File: src/rtl/recirculador_param.sv
// recirculador_param: routes each lane forward or onto the recirculation path, switching only
// at word boundaries; outputs are registered (1-cycle latency) and recirculated words are counted per lane.

module recirculador_lane #(
  parameter int DATA_W = 8,
  parameter int CNT_W  = 8
) (
  input  logic              clk,
  input  logic              reset,
  input  logic              i_route,
  input  logic              i_clr,
  input  logic [DATA_W-1:0] i_data,
  input  logic              i_valid,
  output logic [DATA_W-1:0] o_fwd_data,
  output logic              o_fwd_valid,
  output logic [DATA_W-1:0] o_rec_data,
  output logic              o_rec_valid,
  output logic [CNT_W-1:0]  o_count
);
  logic [DATA_W-1:0] r_fwd_data, r_rec_data;
  logic              r_fwd_valid, r_rec_valid;
  logic [CNT_W-1:0]  r_count;

  always_ff @(posedge clk) begin
    if (reset) begin
      r_fwd_data  <= '0;
      r_rec_data  <= '0;
      r_fwd_valid <= 1'b0;
      r_rec_valid <= 1'b0;
      r_count     <= '0;
    end else begin
      // Invalid lanes still carry their data on the active path; the idle path is held at zero.
      r_fwd_valid <= ~i_route & i_valid;
      r_rec_valid <= i_route & i_valid;
      r_fwd_data  <= i_route ? '0 : i_data;
      r_rec_data  <= i_route ? i_data : '0;
      if (i_clr)
        r_count <= '0;
      else if (i_route && i_valid && (r_count != '1))
        r_count <= r_count + 1'b1;
    end
  end

  assign o_fwd_data  = r_fwd_data;
  assign o_fwd_valid = r_fwd_valid;
  assign o_rec_data  = r_rec_data;
  assign o_rec_valid = r_rec_valid;
  assign o_count     = r_count;
endmodule

module recirculador_param #(
  parameter int DATA_W = 8,
  parameter int NLANES = 4,
  parameter int CNT_W  = 8
) (
  input  logic                     clk,
  input  logic                     reset,
  input  logic [NLANES*DATA_W-1:0] data_in,
  input  logic [NLANES-1:0]        valid_in,
  input  logic                     selector_idle,
  input  logic                     clr_count,
  output logic [NLANES*DATA_W-1:0] fwd_data,
  output logic [NLANES-1:0]        fwd_valid,
  output logic [NLANES*DATA_W-1:0] rec_data,
  output logic [NLANES-1:0]        rec_valid,
  output logic                     route,
  output logic                     switch_pending,
  output logic [NLANES*CNT_W-1:0]  rec_count
);
  typedef enum logic [1:0] {S_RECIRC, S_FWD, S_PEND_FWD, S_PEND_REC} state_t;

  state_t r_state, w_next;
  logic   w_any_valid;

  assign w_any_valid = |valid_in;

  always_ff @(posedge clk) begin
    if (reset) r_state <= S_RECIRC;
    else       r_state <= w_next;
  end

  // Pending states hold the old route until a cycle with no valid lane, so a word never splits.
  always_comb begin
    w_next = r_state;
    case (r_state)
      S_RECIRC:   if (!selector_idle) w_next = w_any_valid ? S_PEND_FWD : S_FWD;
      S_FWD:      if (selector_idle)  w_next = w_any_valid ? S_PEND_REC : S_RECIRC;
      S_PEND_FWD: if (selector_idle)  w_next = S_RECIRC;
                  else if (!w_any_valid) w_next = S_FWD;
      S_PEND_REC: if (!selector_idle) w_next = S_FWD;
                  else if (!w_any_valid) w_next = S_RECIRC;
      default:    w_next = S_RECIRC;
    endcase
  end

  assign route          = (r_state == S_RECIRC) || (r_state == S_PEND_FWD);
  assign switch_pending = (r_state == S_PEND_FWD) || (r_state == S_PEND_REC);

  for (genvar i = 0; i < NLANES; i++) begin : g_lane
    recirculador_lane #(.DATA_W(DATA_W), .CNT_W(CNT_W)) u_lane (
      .clk         (clk),
      .reset       (reset),
      .i_route     (route),
      .i_clr       (clr_count),
      .i_data      (data_in[i*DATA_W +: DATA_W]),
      .i_valid     (valid_in[i]),
      .o_fwd_data  (fwd_data[i*DATA_W +: DATA_W]),
      .o_fwd_valid (fwd_valid[i]),
      .o_rec_data  (rec_data[i*DATA_W +: DATA_W]),
      .o_rec_valid (rec_valid[i]),
      .o_count     (rec_count[i*CNT_W +: CNT_W])
    );
  end
endmodule
File: config.mk
export PLATFORM = sky130hd
export DESIGN_NAME = recirculador_param
export DESIGN_NICKNAME = d
export VERILOG_FILES = /design/src/rtl/recirculador_param.sv
export SDC_FILE = /design/constraint.sdc
export NUM_CORES = 1
export LEC_CHECK = 0
export ABC_AREA = 1
export BUFFER_PORTS_ARGS = -buffer_cell sky130_fd_sc_hd__buf_2
export CORE_MARGIN = 2
export CORE_UTILIZATION = 40
export DETAILED_ROUTE_END_ITERATION = 12
export PLACE_DENSITY = 0.75
export SLEW_MARGIN = 15
export SYNTH_ARGS = -nofsm -noshare
export SYNTH_HDL_FRONTEND = slang
export SYNTH_SLANG_ARGS = --single-unit
File: constraint.sdc
create_clock -name clk -period 1.15 [get_ports clk]
set_input_delay 0.0575 -clock clk [delete_from_list [all_inputs] [get_ports clk]]
set_output_delay 0.0575 -clock clk [all_outputs]
set_load 0.05 [all_outputs]
==> out/results.ini, run 1 <==
[outcome]
status = finished with violations
violations = negative setup slack

[setup_path]
ff2ff_path_depth = 8
crit_fanout = 5
worst_ep_arrival_time_ns = 1.51
rrSetupSlack_ns = -0.08
cp-start-kind = flip-flop
critical_path.endpoint_type = flip-flop
cp.required_ns = 1.43
worstReg2RegEnd = g_lane[0].u_lane.o_count[7]
timing_worst_setup_path_type = flip-flop to flip-flop
cp-startpoint = g_lane[0].u_lane.o_count[1]
reg2reg_from = g_lane[0].u_lane.o_count[1]
endpoint = g_lane[0].u_lane.o_count[7]

[yosys]
yosys_warnings = 0
synth_area_leaders = dfxtp_1, nor2_1, nand2_1
synth_cells = 491
synth_sequential_area_ratio_pct = 54.0
netlist.area_leader.share_pct = 54.0
avgSynthCellArea_sq_um = 8.01
synth_area_sq_mm = 0.00393
synth-edff-count = 0
ys_ff_latch = 106
async_flop_share_pct = 0
yosysMostFrequentCell = nor2_1
yosysUniqueCellTypes = 26
yosysTopAreaCell = dfxtp_1
syn_nets = 535
synth_ff_type = dfxtp_1
synthTopCellsByCount = nor2_1, dfxtp_1, nand2_1

[final_layout]
antennaDiodeCount = 0
stdcell_count = 849
drive_above_1_share_pct = 44.3
fin_area_sq_mm = 0.00615
nFillCells = 814
area_growth_pct = 56.3
nNetsFinal = 755
ff_latch_area_sq_mm = 0.00221
fin_util_pct = 63.8
multi_input_comb_area_sq_mm = 0.00168

[grt]
gr-usage-met2_pct = 35.6
grt_most_used_layer = met2
antenna_found_initial = 0
met1_usage_pct = 22.3
grt_max_degree = 31
grt_pass1_wl_um = 17200
grt_usage_pct = 20.8
grt_overflow = 0
use_met3_pct = 7.53
grt_pass1_vias = 3926

[timing]
worst_pin_slew_ns = 0.281
holdWs_ns = 0.0000999
fmax_ghz = 0.814
max-slew-margin-rel_pct = 81.3
slew_violations = 0
hold_viol_final = 0
period_minus_slack_ns = 1.23
clock_skew_ns = 0.00755
setup_viol = 24
grt_setup_unrepaired = yes
finalCritPeriodShare_pct = 107
layout_setup_ws_ns = -0.0780

[clock_network]
root_buffer = clkbuf_8
cts_num_sinks = 106
numCtsBuffers = 9
clkTransAtPathRegs_ns = 0.11
h-tree-depth = 3
cts_tree = built
clock_latency_ns = 0.37
clockBufferDepth = 2

[power]
p_comb_share_pct = 14.6
p_int_w = 0.00515
power_frac_clock_pct = 33.3
p_leak_nw = 3.11
peakVddDrop_v = 0.000816
power_per_cell_area_mw_per_mm2 = 1180
p_sw_share_pct = 28.9
p_switching_w = 0.00210
power_frac_seq_pct = 52.0

[placement]
port_buffers = 145
dp_worst_setup_slack_ns = -0.107
dp_hpwl_um = 7160
dp.cells = 778
placed_area_sq_mm = 0.00516
gp_congestion = 0.832

[route]
ant_nets = 0
drc = 0
viasPerCell = 4.59
wl_per_cell_um = 12.9
routed_wirelength_um = 11000
drt_iter0_drc = 112
via_count = 3894
drt_pass1_iterations = 4

[die]
num_rows = 36
chipWidth_um = 103
die-height_um = 103
core_region_area_sq_mm = 0.00964
dieArea_sq_mm = 0.0106
pin_count = 146
start_util_pct = 40.8

[job]
cap_violations = 0

[hold_path]
hold_class = primary input to flip-flop

sequential cells by signal, summed over array words and instances (netlist names):
register	cells
g_lane.u_lane.o_rec_valid	4
g_lane.u_lane.o_rec_data	32
g_lane.u_lane.o_count	32
g_lane.u_lane.o_fwd_valid	4
g_lane.u_lane.o_fwd_data	32
r_state	2
cells by family after synthesis:
logic type / Yosys count / synth area share (%)
AOI/OAI and AO/OA: 20 / 2.80
xor gates and xnor gates: 3 / 0.668
adders and majority gates: 4 / 1.27
buffers and inverters: 94 / 10.8
DFF: 106 / 54.0
and+or+nand+nor: 264 / 30.5
layout by cell type, fill, tap and decap left out, drive strengths merged:
| cell | Yosys | final |
|---|---|---|
| nand2 | 88 | 90 |
| a31oi | 1 | 1 |
| clkinv | 0 | 1 |
| dlygate4sd3 | 0 | 36 |
| xor2 | 3 | 3 |
| nor3 | 3 | 3 |
| nand3 | 26 | 26 |
| bufinv | 0 | 1 |
| clkbuf | 1 | 9 |
| inv | 72 | 75 |
| nand3b | 4 | 4 |
| a21oi | 16 | 16 |
| nor2 | 127 | 128 |
| o211a | 1 | 1 |
| buf | 21 | 192 |
| ha | 4 | 4 |
| o21ai | 2 | 2 |
| clkinvlp | 0 | 2 |
| nand4 | 16 | 16 |
| dfxtp | 106 | 106 |
power groups by stage:
stage | sequential, W | clock, W | combinational, W
floorplan | 0.00418 | 0 | 0.000307
global placement | 0.00386 | 0 | 0.000857
detailed placement | 0.00386 | 0 | 0.000871
CTS | 0.00377 | 0.00248 | 0.000991
global route | 0.00378 | 0.00262 | 0.00113
finish | 0.00377 | 0.00242 | 0.00106
per-stage QoR:
step | setup TNS (ns) | power [W]
after floorplan | -5.35 | 0.00449
after global placement | -0.127 | 0.00472
after detailed placement | -0.725 | 0.00473
after CTS | -0.445 | 0.00724
after global routing | -3.59 | 0.00753
final | -0.897 | 0.00725
critical path, cell delays in order, from the launching register on:
cell and delay (ns):
dfxtp_4 0.37, ha_4 0.14, nand2_4 0.06, nor2_4 0.18
nand2_4 0.10, nand2_4 0.11, nor2_1 0.05, nor2_1 0.07
nor2_1 0.05
routing by layer:
layer / routed length [um] / share of wire [%]
met1: 4230 / 38
met2: 5490 / 50
met3: 910 / 8.3
met4: 360 / 3.3
met5: 0 / 0
worst min path at each step:
stage               depth (start not counted)                              to  slack (ns)        from
CTS                                         3                      r_state[1]       -0.01       reset
global placement                            3  g_lane[0].u_lane.o_rec_data[3]        0.28  data_in[3]
floorplan                                   2  g_lane[0].u_lane.o_rec_data[0]        0.19  data_in[0]
global route                                4     g_lane[3].u_lane.o_count[2]        0.02       reset
detailed placement                          3  g_lane[0].u_lane.o_fwd_data[6]        0.29  data_in[6]
finish                                      4     g_lane[3].u_lane.o_count[2]      0.0001       reset
final cells by class:
cell class                 count  share of cell area (%)
multi-input combinational    294                    27.4
inverter                      72                    4.52
tap                          133                    2.71
clock buffer                   9                    2.02
timing repair buffer         228                    26.1
clock inverter                 7                    1.32
sequential                   106                    35.9
timing repair:
action | CTS | global route
setup buffers | 6 | 10
cloned | 2 | 1
hold endpoints to repair | 73 | 0
hold buffers | 36 | 0
pin swaps | 5 | 16
resized for setup | 27 | 53
endpoints found under the setup margin | 40 | 40
Power figures use the tool's default switching activity.
==> inputs of run 2 (changes only) <==
--- a/config.mk
+++ b/config.mk
@@ -11,6 +11,7 @@
 export CORE_UTILIZATION = 40
 export DETAILED_ROUTE_END_ITERATION = 12
 export PLACE_DENSITY = 0.75
+export REMOVE_ABC_BUFFERS = 1
 export SLEW_MARGIN = 15
 export SYNTH_ARGS = -nofsm -noshare
 export SYNTH_HDL_FRONTEND = slang
==> out/results.ini, run 2 (synthesis gave the netlist of run 1 again) <==
[outcome]
status = finished with violations  ; unchanged
violations = negative setup slack  ; unchanged

[final_layout]
layout_commonest_cell = buf_2  ; unchanged
area_growth_pct = 54.7  ; was 56.3%
nNetsFinal = 760  ; was 755
fin_area_sq_mm = 0.00608  ; was 0.00615 sq mm
fin_util_pct = 63.1  ; was 63.8%
drive_above_1_share_pct = 41.8  ; was 44.3%
stdcell_count = 853  ; was 849
antennaDiodeCount = 0  ; unchanged
mostFrequentLayoutCells = buf_2, nor2_1, dfxtp_1  ; unchanged

[route]
wl_per_cell_um = 13.4  ; was 12.9 um
ant_nets = 0  ; unchanged
routed_wirelength_um = 11400  ; was 11,000 um
drc = 0  ; unchanged
viasPerCell = 4.66  ; was 4.59
via_count = 3971  ; was 3,894
drt_iter0_drc = 92  ; was 112
drt_pass1_iterations = 5  ; was 4

[clock_network]
numCtsBuffers = 9  ; unchanged
root_buffer = clkbuf_8  ; unchanged
cts_tree = built  ; unchanged
clockBufferDepth = 2  ; unchanged
clock_latency_ns = 0.35  ; was 0.37 ns
clkTransAtPathRegs_ns = 0.10  ; was 0.11 ns
cts_num_sinks = 106  ; unchanged
h-tree-depth = 3  ; unchanged

[die]
die-height_um = 103  ; unchanged
chipWidth_um = 103  ; unchanged
dieArea_sq_mm = 0.0106  ; unchanged
start_util_pct = 40.8  ; unchanged
core_region_area_sq_mm = 0.00964  ; unchanged
pin_count = 146  ; unchanged
num_rows = 36  ; unchanged

[placement]
dp.cells = 792  ; was 778
placed_area_sq_mm = 0.00503  ; was 0.00516 sq mm
port_buffers = 145  ; unchanged
dp_hpwl_um = 7050  ; was 7160 um
dp_worst_setup_slack_ns = -0.178  ; was -0.107 ns
gp_congestion = 0.911  ; was 0.832

[power]
peakVddDrop_v = 0.00133  ; was 0.000816 V
p_leak_nw = 3.10  ; was 3.11 nW
power_per_cell_area_mw_per_mm2 = 1170  ; was 1180 mW/mm^2

[setup_path]
timing_worst_setup_path_type = flip-flop to flip-flop  ; unchanged
crit_fanout = 3  ; was 5
critical_path.endpoint_type = flip-flop  ; unchanged
cp-start-kind = flip-flop  ; unchanged
cp.required_ns = 1.41  ; was 1.43 ns
worst_ep_arrival_time_ns = 1.49  ; was 1.51 ns

[grt]
antenna_found_initial = 0  ; unchanged
grt_max_degree = 37  ; was 31
grt_pass1_vias = 3882  ; was 3,926
grt_pass1_wl_um = 17300  ; was 17,200 um
grt_usage_pct = 20.7  ; was 20.8%
grt_overflow = 0  ; unchanged

[timing]
layout_setup_ws_ns = -0.0894  ; was -0.0780 ns
worst_pin_slew_ns = 0.742  ; was 0.281 ns
max-slew-margin-rel_pct = 50.5  ; was 81.3%
grt_setup_unrepaired = yes  ; unchanged
slew_violations = 0  ; unchanged
setup_viol = 27  ; was 24
fmax_ghz = 0.807  ; was 0.814 GHz
hold_viol_final = 0  ; unchanged
fin_setup_tns_ns = -1.42  ; was -0.897 ns
period_minus_slack_ns = 1.24  ; was 1.23 ns
finalCritPeriodShare_pct = 108  ; was 107%
clock_skew_ns = 0.00672  ; was 0.00755 ns

[hold_path]
hold_class = primary input to flip-flop  ; unchanged

[job]
cap_violations = 0  ; unchanged

-- run 2: cell count changes in the layout (fill, tap and decap cells not counted), sizes merged --
cell and delta:
clkbuf +4, clkinvlp -1, inv -1, nor2 -1, buf +6, clkinv +1
dlygate4sd3 -4
-- run 2: critical path, cell delays in order (launching register included) --
cell and delay (ns):
dfxtp_4 0.37, ha_4 0.14, inv_2 0.04, nor2_4 0.16, buf_4 0.13, nand4_1 0.11, nor2_1 0.14, nor2_1 0.06
-- run 2: worst paths after layout --
kind | depth (start not counted) | slack [ns] | endpoint | startpoint
setup / recovery | 7 | -0.09 | g_lane[2].u_lane.o_count[6] | g_lane[2].u_lane.o_count[0]
hold / removal | 3 | 0.01 | g_lane[2].u_lane.o_rec_valid | valid_in[2]
setup reg to reg | 7 | -0.09 | g_lane[2].u_lane.o_count[6] | g_lane[2].u_lane.o_count[0]
hold reg to reg | 4 | 0.56 | g_lane[2].u_lane.o_count[3] | g_lane[2].u_lane.o_count[3]
-- run 2: final cells by class --
class / count / area (sq um)
repair buffers: 234 / 1650
clock inverters: 6 / 75.1
fillers: 796 / 3550
well taps: 133 / 166
clock buffers: 9 / 124
inverters: 72 / 273
multi-input cells: 293 / 1650
flip-flops and latches: 106 / 2140
-- run 2: metal layers --
layer / part of all wire [%] / global-route usage (%) / up-vias / wire length (um)
li1: - / - / 1936 / -
met1: 38 / 22.7 / 1844 / 4350
met2: 51 / 36.1 / 164 / 5870
met3: 8.4 / 8.07 / 27 / 957
met4: 2.2 / 8.00 / 0 / 252
met5: 0 / 0 / - / 0
-- run 2: repair_timing --
item                                    CTS  global route
hold buffers                             32             0
pin swaps                                17            34
buffers inserted                          3            10
resized for setup                        77            55
gates cloned                              2             0
hold endpoints to repair                 64             0
endpoints found under the setup margin   54            45
-- run 2: stage by stage --
step	hold WS, ns	total power, W
3_3_place_gp	0.281	0.00472
4_1_cts	0.00503	0.00713
5_1_grt	0.0137	0.00737
2_1_floorplan	0.192	0.00445
6_report	0.0145	0.00711
3_5_place_dp	0.290	0.00473
-- run 2: power breakdown --
part           switching, W  leakage, nW  internal (W)
logic              0.000684         2.13      0.000323
registers         0.0000370        0.872       0.00377
clock network       0.00127       0.0978       0.00103
total               0.00199         3.10       0.00512
==> inputs of run 3 (changes only) <==
--- a/config.mk
+++ b/config.mk
@@ -5,12 +5,11 @@
 export SDC_FILE = /design/constraint.sdc
 export NUM_CORES = 1
 export LEC_CHECK = 0
-export ABC_AREA = 1
 export BUFFER_PORTS_ARGS = -buffer_cell sky130_fd_sc_hd__buf_2
 export CORE_MARGIN = 2
 export CORE_UTILIZATION = 40
 export DETAILED_ROUTE_END_ITERATION = 12
-export PLACE_DENSITY = 0.75
+export PLACE_DENSITY = 0.76
 export REMOVE_ABC_BUFFERS = 1
 export SLEW_MARGIN = 15
 export SYNTH_ARGS = -nofsm -noshare
==> out/results.ini, run 3 <==
[power]
p_leak_nw = 2.81  ; was 3.10 nW
power_frac_seq_pct = 54.5  ; was 53.6%
peakVddDrop_v = 0.000638  ; was 0.00133 V
p_switching_w = 0.00199  ; about the same
p_int_w = 0.00500  ; was 0.00512 W
p_sw_share_pct = 28.5  ; was 28.0%
power_frac_clock_pct = 31.1  ; was 32.3%
p_comb_share_pct = 14.5  ; was 14.2%
power_per_cell_area_mw_per_mm2 = 1150  ; was 1170 mW/mm^2

[timing]
finalCritPeriodShare_pct = 116  ; was 108%
slew_violations = 0  ; unchanged
worst_pin_slew_ns = 0.400  ; was 0.742 ns
period_minus_slack_ns = 1.33  ; was 1.24 ns
layout_setup_ws_ns = -0.182  ; was -0.0894 ns
hold_viol_final = 0  ; unchanged
setup_viol = 60  ; was 27
fmax_ghz = 0.751  ; was 0.807 GHz
grt_setup_unrepaired = yes  ; unchanged
max-slew-margin-rel_pct = 73.3  ; was 50.5%
holdWs_ns = 0.0231  ; was 0.0145 ns
clock_skew_ns = 0.00899  ; was 0.00672 ns

[placement]
port_buffers = 145  ; unchanged
dp_worst_setup_slack_ns = -0.292  ; was -0.178 ns
gp_congestion = 0.888  ; was 0.911
dp_hpwl_um = 6160  ; was 7050 um
placed_area_sq_mm = 0.00481  ; was 0.00503 sq mm
dp.cells = 624  ; was 792

[setup_path]
timing_worst_setup_path_type = flip-flop to flip-flop  ; unchanged
slowest_delay_ns = 0.39  ; was 0.37 ns
crit_family = simple AND/OR/NAND/NOR gates  ; unchanged
cp_num_buf_inv = 1  ; was 2
cp_cell_sequence = buf_12 -> nor2b_4 -> o211ai_4 -> or3_1 -> a21oi_2  ; was ha_4 -> inv_2 -> nor2_4 -> buf_4 -> nand4_1 -> nor2_1 -> nor2_1
worstReg2RegEnd = g_lane[3].u_lane.o_count[7]  ; was g_lane[2].u_lane.o_count[6]
cp-start-kind = flip-flop  ; unchanged
critical_path.endpoint_type = flip-flop  ; unchanged
reg2reg_from = r_state[0]  ; was g_lane[2].u_lane.o_count[0]
worst_ep_arrival_time_ns = 1.63  ; was 1.49 ns
crit_fanout = 5  ; was 3
crit_slowest_cell = dfxtp_4  ; unchanged
cp.required_ns = 1.44  ; was 1.41 ns
rrSetupSlack_ns = -0.18  ; was -0.09 ns
ff2ff_path_depth = 5  ; was 7

[route]
ant_nets = 0  ; unchanged
wl_per_cell_um = 15.4  ; was 13.4 um
drc = 0  ; unchanged
via_count = 3284  ; was 3,971
routed_wirelength_um = 10700  ; was 11,400 um
drt_iter0_drc = 67  ; was 92
viasPerCell = 4.75  ; was 4.66
drt_pass1_iterations = 4  ; was 5

[final_layout]
fin_util_pct = 69.1  ; was 63.1%
layout_commonest_cell = buf_2  ; unchanged
mostFrequentLayoutCells = buf_2, dfxtp_1, buf_4  ; was buf_2, nor2_1, dfxtp_1
area_growth_pct = 67.3  ; was 54.7%
fin_area_sq_mm = 0.00605  ; was 0.00608 sq mm
stdcell_count = 692  ; was 853
nNetsFinal = 623  ; was 760
drive_above_1_share_pct = 51.5  ; was 41.8%
antennaDiodeCount = 0  ; unchanged

[yosys]
synth-edff-count = 0  ; unchanged
synth_area_leaders = dfxtp_1, and2_1, xor2_1  ; was dfxtp_1, nor2_1, nand2_1
yosysMostFrequentCell = dfxtp_1  ; was nor2_1
netlist.area_leader.share_pct = 58.6  ; was 54.0%
synth_ff_type = dfxtp_1  ; unchanged
synth_area_sq_mm = 0.00362  ; was 0.00393 sq mm
synth_sequential_area_ratio_pct = 58.6  ; was 54.0%
async_flop_share_pct = 0  ; unchanged
synthTopCellsByCount = dfxtp_1, and2_1, nor2_1  ; was nor2_1, dfxtp_1, nand2_1
synth_cells = 339  ; was 491
yosys_warnings = 0  ; unchanged
yosysTopAreaCell = dfxtp_1  ; unchanged
ys_ff_latch = 106  ; unchanged
avgSynthCellArea_sq_um = 10.7  ; was 8.01 sq um
yosysUniqueCellTypes = 40  ; was 26

[clock_network]
cts_num_sinks = 106  ; unchanged
numCtsBuffers = 9  ; unchanged
clkTransAtPathRegs_ns = 0.10  ; about the same
clock_latency_ns = 0.36  ; was 0.35 ns
h-tree-depth = 3  ; unchanged
root_buffer = clkbuf_8  ; unchanged
cts_tree = built  ; unchanged
clockBufferDepth = 2  ; unchanged

[hold_path]
holdPathStages = 2  ; was 3
hp-start = valid_in[0]  ; was valid_in[2]
min_to = g_lane[0].u_lane.o_fwd_valid  ; was g_lane[2].u_lane.o_rec_valid
hold_class = primary input to flip-flop  ; unchanged

[grt]
grt_pass1_vias = 3144  ; was 3,882
antenna_found_initial = 0  ; unchanged
grt_pass1_wl_um = 15000  ; was 17,300 um
grt_overflow = 0  ; unchanged
grt_max_degree = 37  ; unchanged
grt_usage_pct = 19.2  ; was 20.7%

[die]
chipWidth_um = 99.1  ; was 103 um
die-height_um = 99.1  ; was 103 um
start_util_pct = 41.3  ; was 40.8%
core_region_area_sq_mm = 0.00876  ; was 0.00964 sq mm
pin_count = 146  ; unchanged
dieArea_sq_mm = 0.00982  ; was 0.0106 sq mm
num_rows = 34  ; was 36

[outcome]
violations = negative setup slack  ; unchanged
status = finished with violations  ; unchanged

[job]
cap_violations = 0  ; unchanged

-- run 3: through the flow --
stage                     TNS [ns]  total power (W)
final                        -5.97          0.00699
after CTS                    -2.05          0.00699
after detailed placement     -4.24          0.00470
after global routing        -10.14          0.00726
after floorplan             -46.33          0.00440
after global placement       -3.26          0.00469
-- run 3: kinds of logic (layout without fill, tap and decap cells) --
logic type               after synthesis  in the layout  share of synthesized area [%]
adder cells (fa/ha/maj)                4              4                           1.38
AO/OA/AOI/OAI                         28             28                           5.12
multiplexers                           6              6                           1.66
AND/OR/NAND/NOR                      156            156                           25.4
XOR/XNOR                              19             19                           4.60
buffers and inverters                 20            265                           3.22
flip-flops                           106            106                           58.6
-- run 3: cell type report --
| class | count | area, sq um |
|---|---|---|
| Inverter | 1 | 6.26 |
| Tap cell | 108 | 135 |
| Sequential cell | 106 | 2160 |
| Timing Repair Buffer | 248 | 1920 |
| Clock inverter | 6 | 57.6 |
| Clock buffer | 10 | 128 |
| Fill cell | 609 | 2710 |
| Multi-Input combinational cell | 213 | 1650 |
-- run 3: worst max path at each step --
stage	from	to	slack, ns	cells past startpoint
after floorplan	g_lane[0].u_lane.o_count[0]	g_lane[0].u_lane.o_count[1]	-0.63	5
final	r_state[0]	g_lane[3].u_lane.o_count[7]	-0.18	5
after global placement	g_lane[0].u_lane.o_count[0]	g_lane[0].u_lane.o_count[6]	-0.24	5
after detailed placement	g_lane[0].u_lane.o_count[0]	g_lane[0].u_lane.o_count[7]	-0.29	5
after CTS	g_lane[0].u_lane.o_count[0]	g_lane[0].u_lane.o_count[3]	-0.13	5
after global routing	g_lane[0].u_lane.o_count[0]	g_lane[0].u_lane.o_count[1]	-0.26	5
-- run 3: what timing repair did --
item / 4_1_cts / 5_1_grt
gates resized for setup: 88 / 57
endpoints found under the hold margin: 71 / 0
buffers inserted: 4 / 5
setup endpoints to repair: 62 / 113
hold buffers: 37 / 0
cloned: 0 / 7
pin swaps: 41 / 42
-- run 3: per-layer routing --
metal  routed length (um)  GRT usage (%)  vias to the layer above  share of wire (%)
li1                     -              -                     1602                  -
met2                 5610           35.3                      120                 53
met3                  778           5.13                       13                7.3
met4                  145           6.64                        0                1.4
met1                 4130           21.4                     1549                 39
met5                    0              0                        -                  0
-- run 3: power by group through the flow --
stage               registers [W]  logic, W  clock network [W]
CTS                       0.00381  0.000951            0.00223
global route              0.00381   0.00106            0.00238
finish                    0.00380   0.00101            0.00217
detailed placement        0.00389  0.000817                  0
global placement          0.00388  0.000810                  0
floorplan                 0.00425  0.000147                  0
